### src/rtl/cmac_pkg.sv
// cmac_pkg: shared widths and feeder state encoding for the cmac slice.
// Imported by the feeder, its pair FIFO, cmac and the layer controller.
package cmac_pkg;

  localparam int FP16_W  = 16;
  localparam int CMAC_AW = 10;
  localparam int CMAC_LW = 10;

  typedef enum logic [1:0] {
    ST_IDLE,
    ST_RUN,
    ST_WAIT,
    ST_DONE
  } feed_state_e;

endpackage

### src/rtl/pair_fifo.sv
// pair_fifo: 2-entry show-ahead FIFO of {data,weight} pairs.
// clk/rst_n, flush_i, push_i/wdata_i, pop_i, head_o (current head), count_o.
module pair_fifo
  import cmac_pkg::*;
#(
  parameter int W = 2 * FP16_W
) (
  input  logic         clk,
  input  logic         rst_n,
  input  logic         flush_i,
  input  logic         push_i,
  input  logic [W-1:0] wdata_i,
  input  logic         pop_i,
  output logic [W-1:0] head_o,
  output logic [1:0]   count_o
);

  logic [W-1:0] mem0_q;
  logic [W-1:0] mem1_q;
  logic         rd_ptr_q;
  logic         wr_ptr_q;
  logic [1:0]   cnt_q;
  logic         do_push;
  logic         do_pop;

  assign do_pop  = pop_i && (cnt_q != 2'd0);
  // A push into a full FIFO is only taken when the head leaves
  // in the same cycle; the freed slot is the one being written.
  assign do_push = push_i && ((cnt_q != 2'd2) || do_pop);

  always_ff @(posedge clk or negedge rst_n) begin
    if (!rst_n) begin
      mem0_q   <= '0;
      mem1_q   <= '0;
      rd_ptr_q <= 1'b0;
      wr_ptr_q <= 1'b0;
      cnt_q    <= 2'd0;
    end else if (flush_i) begin
      rd_ptr_q <= 1'b0;
      wr_ptr_q <= 1'b0;
      cnt_q    <= 2'd0;
    end else begin
      if (do_push) begin
        if (wr_ptr_q) begin
          mem1_q <= wdata_i;
        end else begin
          mem0_q <= wdata_i;
        end
        wr_ptr_q <= ~wr_ptr_q;
      end
      if (do_pop) begin
        rd_ptr_q <= ~rd_ptr_q;
      end
      cnt_q <= cnt_q + {1'b0, do_push} - {1'b0, do_pop};
    end
  end

  assign head_o  = rd_ptr_q ? mem1_q : mem0_q;
  assign count_o = cnt_q;

endmodule

### src/rtl/cmac_feeder.sv
// cmac_feeder: reads data/weight pairs from two sync-read buffers and
// streams them to cmac (data_valid/ready), brackets the job with
// conv_valid/conv_ready, captures result into result_q, pulses done.
// Job: start/len/data_base/weight_base -> busy/done/err/result_q.
// Buffers: *_rd_en/*_rd_addr out, *_rd_q in (1-cycle latency).
// cmac: conv_valid/conv_ready, data_valid/data_ready, data/weight, result.
module cmac_feeder
  import cmac_pkg::*;
#(
  parameter int DW = FP16_W,
  parameter int AW = CMAC_AW,
  parameter int LW = CMAC_LW
) (
  input  logic          clk,
  input  logic          rst,
  input  logic          start,
  input  logic [LW-1:0] len,
  input  logic [AW-1:0] data_base,
  input  logic [AW-1:0] weight_base,
  output logic          busy,
  output logic          done,
  output logic          err,
  output logic [DW-1:0] result_q,
  output logic          data_rd_en,
  output logic [AW-1:0] data_rd_addr,
  input  logic [DW-1:0] data_rd_q,
  output logic          weight_rd_en,
  output logic [AW-1:0] weight_rd_addr,
  input  logic [DW-1:0] weight_rd_q,
  output logic          conv_valid,
  input  logic          conv_ready,
  output logic          data_valid,
  input  logic          data_ready,
  output logic [DW-1:0] data,
  output logic [DW-1:0] weight,
  input  logic [DW-1:0] result
);

  feed_state_e state_q, state_d;

  logic [LW-1:0]   len_q;
  logic [AW-1:0]   dbase_q;
  logic [AW-1:0]   wbase_q;
  logic [LW-1:0]   issued_q, issued_d;
  logic [LW-1:0]   sent_q, sent_d;
  logic            infl_q, infl_d;
  logic            err_q, err_d;
  logic [DW-1:0]   res_d;

  logic            issue;
  logic            flush;
  logic            fifo_pop;
  logic            last_pop;
  logic            abort;
  logic            room;
  logic [1:0]      fifo_cnt;
  logic [2:0]      occ;
  logic [2*DW-1:0] head;
  logic [AW-1:0]   daddr;
  logic [AW-1:0]   waddr;

  // The word read last cycle is on *_rd_q now: push it unconditionally.
  pair_fifo #(
    .W(2 * DW)
  ) u_fifo (
    .clk    (clk),
    .rst_n  (rst),
    .flush_i(flush),
    .push_i (infl_q),
    .wdata_i({data_rd_q, weight_rd_q}),
    .pop_i  (fifo_pop),
    .head_o (head),
    .count_o(fifo_cnt)
  );

  assign data_valid = (fifo_cnt != 2'd0);
  assign fifo_pop   = data_valid && data_ready;
  assign {data, weight} = head;

  // Slots that will be committed after this edge; keeping this below
  // two means a returning word always finds space.
  assign occ  = {1'b0, fifo_cnt} + {2'b00, infl_q} - {2'b00, fifo_pop};
  assign room = (occ < 3'd2);

  assign last_pop = fifo_pop && ((sent_q + LW'(1)) == len_q);
  assign abort    = (state_q == ST_RUN) && conv_ready && !last_pop;

  always_comb begin
    state_d  = state_q;
    issued_d = issued_q;
    sent_d   = sent_q;
    infl_d   = 1'b0;
    err_d    = err_q;
    res_d    = result_q;
    issue    = 1'b0;
    flush    = 1'b0;
    daddr    = '0;
    waddr    = '0;
    unique case (state_q)
      ST_IDLE: begin
        if (start) begin
          issued_d = '0;
          sent_d   = '0;
          err_d    = 1'b0;
          if (len != '0) begin
            // First read goes out with start to save a cycle.
            issue    = 1'b1;
            daddr    = data_base;
            waddr    = weight_base;
            issued_d = LW'(1);
            infl_d   = 1'b1;
            state_d  = ST_RUN;
          end else begin
            state_d  = ST_DONE;
          end
        end
      end
      ST_RUN: begin
        if (abort) begin
          flush   = 1'b1;
          err_d   = 1'b1;
          state_d = ST_DONE;
        end else begin
          if (fifo_pop) begin
            sent_d = sent_q + LW'(1);
          end
          if (last_pop) begin
            state_d = ST_WAIT;
          end
          if ((issued_q < len_q) && room) begin
            issue    = 1'b1;
            daddr    = dbase_q + AW'(issued_q);
            waddr    = wbase_q + AW'(issued_q);
            issued_d = issued_q + LW'(1);
            infl_d   = 1'b1;
          end
        end
      end
      ST_WAIT: begin
        if (conv_ready) begin
          res_d   = result;
          state_d = ST_DONE;
        end
      end
      ST_DONE: begin
        state_d = ST_IDLE;
      end
      default: begin
        state_d = ST_IDLE;
      end
    endcase
  end

  always_ff @(posedge clk or negedge rst) begin
    if (!rst) begin
      state_q  <= ST_IDLE;
      len_q    <= '0;
      dbase_q  <= '0;
      wbase_q  <= '0;
      issued_q <= '0;
      sent_q   <= '0;
      infl_q   <= 1'b0;
      err_q    <= 1'b0;
      result_q <= '0;
    end else begin
      state_q  <= state_d;
      issued_q <= issued_d;
      sent_q   <= sent_d;
      infl_q   <= infl_d;
      err_q    <= err_d;
      result_q <= res_d;
      if ((state_q == ST_IDLE) && start) begin
        len_q   <= len;
        dbase_q <= data_base;
        wbase_q <= weight_base;
      end
    end
  end

  assign busy           = (state_q == ST_RUN) || (state_q == ST_WAIT);
  assign conv_valid     = busy;
  assign done           = (state_q == ST_DONE);
  assign err            = done && err_q;
  assign data_rd_en     = issue;
  assign weight_rd_en   = issue;
  assign data_rd_addr   = daddr;
  assign weight_rd_addr = waddr;

endmodule
### config.mk
export PLATFORM = sky130hd
export DESIGN_NAME = cmac_feeder
export DESIGN_NICKNAME = d
export VERILOG_FILES = /design/src/rtl/cmac_pkg.sv /design/src/rtl/pair_fifo.sv /design/src/rtl/cmac_feeder.sv
export SDC_FILE = /design/constraint.sdc
export NUM_CORES = 1
export LEC_CHECK = 0
export ABC_CLOCK_PERIOD_IN_PS = 3100
export CORE_AREA = 4 4 183 185
export DETAILED_ROUTE_END_ITERATION = 6
export DIE_AREA = 0 0 187 189
export GPL_TIMING_DRIVEN = 0
export MAX_ROUTING_LAYER = met4
export SLEW_MARGIN = 20
export SYNTH_ARGS = -nofsm -noshare
export SYNTH_HDL_FRONTEND = slang
export SYNTH_HIERARCHICAL = 1
export SYNTH_SLANG_ARGS = --single-unit
### constraint.sdc
create_clock -name clk -period 3.1 [get_ports clk]
set_input_delay 0.31 -clock clk [delete_from_list [all_inputs] [get_ports clk]]
set_output_delay 0.31 -clock clk [all_outputs]
set_load 0.02 [all_outputs]
==> Word-level counts from Yosys, hierarchy flattened <==
Index checks and enable logic that the tools add are counted.
{ "totals": {"register_bits": 138} }
{ "classes": {"reduce_logical": 25, "eq_ne": 12, "order_cmp": 2, "n_mux": 41, "add_sub_neg": 8, "n_bitwise": 3} }
{ "ops": {"columns": ["operator", "n"], "rows": [
  ["$mux 10", 14],
  ["$pmux 10 s2", 4],
  ["$mux 32", 1],
  ["$add 10x1->10 const B", 2],
  ["$add 10x10->10", 2],
  ["$ne 2x2->1 const B", 7],
  ["$mux 1", 13],
  ["$mux 2", 6],
  ["$reduce_and 3->1", 4],
  ["$eq 10x10->1", 1],
  ["$lt 10x10->1", 1],
  ["$reduce_bool 10->1", 1],
  ["$logic_and 1x1->1", 9],
  ["$pmux 2 s4", 1],
  ["$reduce_and 4->1", 2],
  ["$reduce_bool 2->1", 4],
  ["$eq 2x2->1 const B", 2],
  ["$pmux 1 s2", 2],
  ["$add 2x1->3", 1],
  ["$lt 3x2->1 const B", 1],
  ["$ne 3x3->1 const B", 1],
  ["$not 1->1", 3],
  ["$sub 3x1->3", 1],
  ["$add 2x1->2", 1],
  ["6 further kinds", 7]
]} }

==> Logic depth before layout (Yosys ltp) <==
{ "logic_depth": {"word_depth": 9, "ltp_mapped": 13, "ltp_nobuf": 11} }

==> By module <==
Netlist, hierarchy kept.
{ "by_module_without_submodules": {"columns": ["mod", "seq_area_each_um2", "area_per_inst_um2", "cells_per_inst", "instances"], "rows": [
  ["cmac_feeder", 1751.7, 4744.6, 463, 1],
  ["pair_fifo", 1701.6, 3096.7, 193, 1]
]} }

==> Worst setup path before layout <==
Ideal clock, no wire load.
{ "synth_path": {"path_kind": "reg2out", "from": "reg u_fifo.cnt_q[1] (netlist: u_fifo/count_o[1])", "to": "out data_rd_addr[1]", "n_path_buf": 1, "setup_slack_ps": -312, "arrival_time_ps": 3102, "path_stages_with_launch": 13, "cell_sequence": "dfrtp_1 -> nand2_1 -> nor2_1 -> o21ai_0 -> fa_1 -> xor2_1 -> a211o_1 -> a211o_1 -> a2111oi_0 -> nor2_1 -> nor2_1 -> clkbuf_1 -> a22o_1"} }
{ "synth_via": {"elab_chain_len": 8} }
{ "synth_rtl": {"columns": ["item", "line", "source"], "rows": [
  ["start: declaration", "pair_fifo.sv:22", "logic [1:0] cnt_q;"],
  ["start signal: assignment", "pair_fifo.sv:54", "cnt_q <= cnt_q + {1'b0, do_push} - {1'b0, do_pop};"],
  ["branches (longest 6 deep; another with $add 2x1->3)", null, null],
  ["$mux 10 (*)", "cmac_feeder.sv:119", "if (abort) begin"],
  ["$pmux 10 s2 (*)", "cmac_feeder.sv:99", "unique case (state_q)"],
  ["end: declaration", "cmac_feeder.sv:25", "output logic [AW-1:0] data_rd_addr,"]
]} }
Every way passes the cells marked *.

==> Worst setup path in the final report <==
{ "layout_path": {"from": "reg u_fifo.cnt_q[0] (netlist: u_fifo/count_o[0])", "to": "out data_rd_addr[7]"} }
Same word-level chain as after synthesis.

==> impl_results.md <==
* Run status: complete, but fails checks
* Failing checks: negative setup slack
* Area growth from synthesis to layout at 39.0%
* Logic gate share of total power at 0.563
* Pin count of the biggest net entering global routing at between 80 and 90
* Number of global-route vias before repair at 6,090
* I/O pins at 158
* Deepest clock path buffer count at 2
* Final setup fails at 22
* Post-synthesis sequential area ratio at 0.440
* Clock transition at path regs at 0.06 ns
* Die Y at 189 µm
* Clk_skew at a little under 0.009 ns
* Pwr/cell area at approximately 1100 mW/mm²
* Routed Antenna Nets at 0
* Fin crit share at 1.16
* Ys Warns at 6
* Worst slew margin at 0.399
* DRT Wirelength at around 21,000 µm
* Total CTS buffers at 17
* CORE AREA at around 0.032 mm²
* IO buf count at roughly 160
* Total die area at 0.0353 mm²
* P_sw at around 4.7 mW
* Vias at roughly 5,900
* CTS sink count at 138
* Worst Tran Pin Value at between 0.8 and 0.9 ns
* Placed insts at between 1,000 and 1,500
* First-pass DRT Iterations at 4
* Setup TNS at -9.69 ns
* Dominant synthesized flop cell: dfrtp_1
* Placer Congestion at just over 0.8
* Drt wl/cell at 16.4 µm
* Total power at approximately 12 mW
* Crit path kind: flip-flop to output pin
* #FFs+latches synth at ~140
* GRT overflow at 0
* Worst setup slack after layout at -0.483 ns
* DRT iter0 DRCs at ~280
* Syn Nets at 777
* Max-slew violations at 0
* Vias per inst at between 4 and 5
* CTS root buffer: clkbuf_16
* Final net count at between 900 and 1,000
* Fin util at 0.340
* Post-layout min period at approximately 3.6 ns
* Reg power frac at 0.261
* WP data required at around 2.8 ns
* Cells after synthesis at about 660
* Synthesized cell area at about 0.008 mm²
* Hold Crit Class: primary input to async pin
* Final hold viol count at 0
* Layout cell share with drive strength beyond 1 at 0.311
* Commonest non-fill, non-tap cells in the layout: dfrtp_1, clkdlybuf4s50_1, mux2_2
* Maximum vdd drop at 0.489 mV
* Clock Latency Late Sink at roughly 0.42 ns
* Lkg Pwr at ~4.7 nW
* Row cnt at 66
* Die width at between 150 and 200 µm
* Synth area leader: dfrtp_1
* Most common cell after layout, fill and taps aside: dfrtp_1
* Ys async rst share at 1.00
* Ranking of synthesized cells by area: dfrtp_1, mux2_2, mux2_4, ha_1, a22o_1
* Initial Utilization at 0.245
* Dpl hpwl at ~15,000 µm
* CTS tree: built
* Area after DPL at about 0.010 mm²
* # DRC at 0
* Non-Filler Instances at roughly 1,300
* Total Routing Usage GR at 0.121
* Post-synthesis average cell area at around 12 µm²
* First-pass GRT wire length at about 33,000 µm
* Fmax at 279 MHz
* CTS H-tree lvls at 4
* Top cell type's share of synthesized area at 0.440
* CP endpoint kind: output pin
* Net Sw Frac at 0.381
* Int Pwr at between 7 and 8 mW
* Worst EP arrival at 3.27 ns
* Clock Power Share at 0.176
* Worst Setup Start Kind: flip-flop
* Initial antenna violation count at 0
* Max-cap violations at 0
* RSZ-0062 raised after global routing: true
* Number of synthesized flops with an enable pin at 0
* Post-layout instance area at roughly 0.011 mm²
* Synth cell types at 63
* CP max FO at 5
-- power by group through the flow --
| stage | clock (mW) | sequential [mW] | combinational, mW |
|---|---|---|---|
| 6_report | 2.17 | 3.21 | 6.93 |
| 5_1_grt | 2.31 | 3.31 | 7.47 |
| 4_1_cts | 2.25 | 3.21 | 6.90 |
| 3_5_place_dp | 0 | 3.23 | 6.42 |
| 3_3_place_gp | 0 | 3.22 | 6.36 |
| 2_1_floorplan | 0 | 3.19 | 4.12 |
-- path summary, 6_finish.rpt --
path,start,end,slack [ns],depth (start not counted)
worst max-delay path,u_fifo/count_o[0],data_rd_addr[7],-0.48,12
worst min-delay path,rst,result_q[6],0.40,2
worst max register to register,sent_q[1],u_fifo/mem0_q[7],0.05,12
worst min register to register,u_fifo/mem0_q[6],u_fifo/mem0_q[6],0.50,1
max in group asynchronous,rst,u_fifo/mem1_q[30],1.86,3
min in group clk,result[0],result_q[0],0.50,2
-- stage by stage --
step                      hold WS (ns)  setup slack [ns]
after detailed placement         0.281             -1.39
after CTS                        0.409            -0.724
final                            0.404            -0.483
after global routing             0.449            -0.628
after floorplan                 0.0144            0.0366
after global placement           0.483             -4.95
-- kinds of logic (layout without fill, tap and decap cells) --
family | Yosys count | after routing | share of synthesized area
mux | 148 | 148 | 0.226
simple gates | 140 | 140 | 0.0937
flops | 138 | 138 | 0.440
compound gates | 111 | 111 | 0.111
buf+inv | 53 | 259 | 0.0338
fa+ha+maj | 38 | 38 | 0.0635
xor+xnor | 28 | 28 | 0.0313
other cells | 0 | 1 | 0
-- per-layer routing --
metal	global-route usage	wire length [µm]
met2	0.183	9730
met4	0.0435	442
met5	-	0
met1	0.161	9920
met3	0.0251	784
-- flip-flops by register name (all words and copies together), names as in the netlist, 2 cells and up --
name            count
u_fifo/mem0_q      32
sent_q             10
u_fifo/count_o      2
u_fifo/mem1_q      32
wbase_q            10
issued_q           10
len_q              10
result_q           16
state_q             2
dbase_q            10
-- synthesized netlist by cell type, drive strengths merged, types with 6 or more instances --
| cell type | number |
|---|---|
| mux2 | 144 |
| dfrtp | 138 |
| ha | 35 |
| nor2 | 33 |
| nand2 | 27 |
| buf | 19 |
| inv | 19 |
| a22o | 18 |
| xnor2 | 17 |
| a21oi | 15 |
| a31oi | 14 |
| clkbuf | 14 |
| nand3 | 13 |
| nor3 | 12 |
| xor2 | 11 |
| nor2b | 8 |
| o21ai | 8 |
| o2bb2ai | 8 |
| a21o | 7 |
| nor4 | 7 |
| a41o | 6 |
| and3 | 6 |
-- layout make-up --
class / instances / area (µm²)
inverters: 20 / 77.6
multi-input cells: 465 / 4230
plain buffers: 32 / 226
well taps: 408 / 510
flip-flops and latches: 138 / 3460
repair buffers: 175 / 1780
diodes: 1 / 2.50
clock buffers: 18 / 429
clock inverters: 14 / 186
fillers: 3175 / 21100
-- worst max-delay path, cell delays in order, from the launching register on --
cell	delay [ns]
dfrtp_2	0.43
nor2_4	0.14
o21ai_2	0.07
fa_1	0.51
nand3b_1	0.09
a211o_1	0.27
a211o_1	0.32
a2111oi_4	0.27
nor2_2	0.09
nor2_4	0.19
buf_6	0.16
a32o_2	0.19
buf_6	0.12
-- what timing repair did --
item | 4_1_cts | 5_1_grt
buffers inserted | 9 | 6
gates resized for setup | 165 | 10
pin swaps | 15 | 14
cloned | 2 | 0
setup endpoints to repair | 97 | 97
endpoints found under the hold margin | 55 | 0
hold buffers | 1 | 0
No activity file was read; power rests on OpenSTA's default activity.
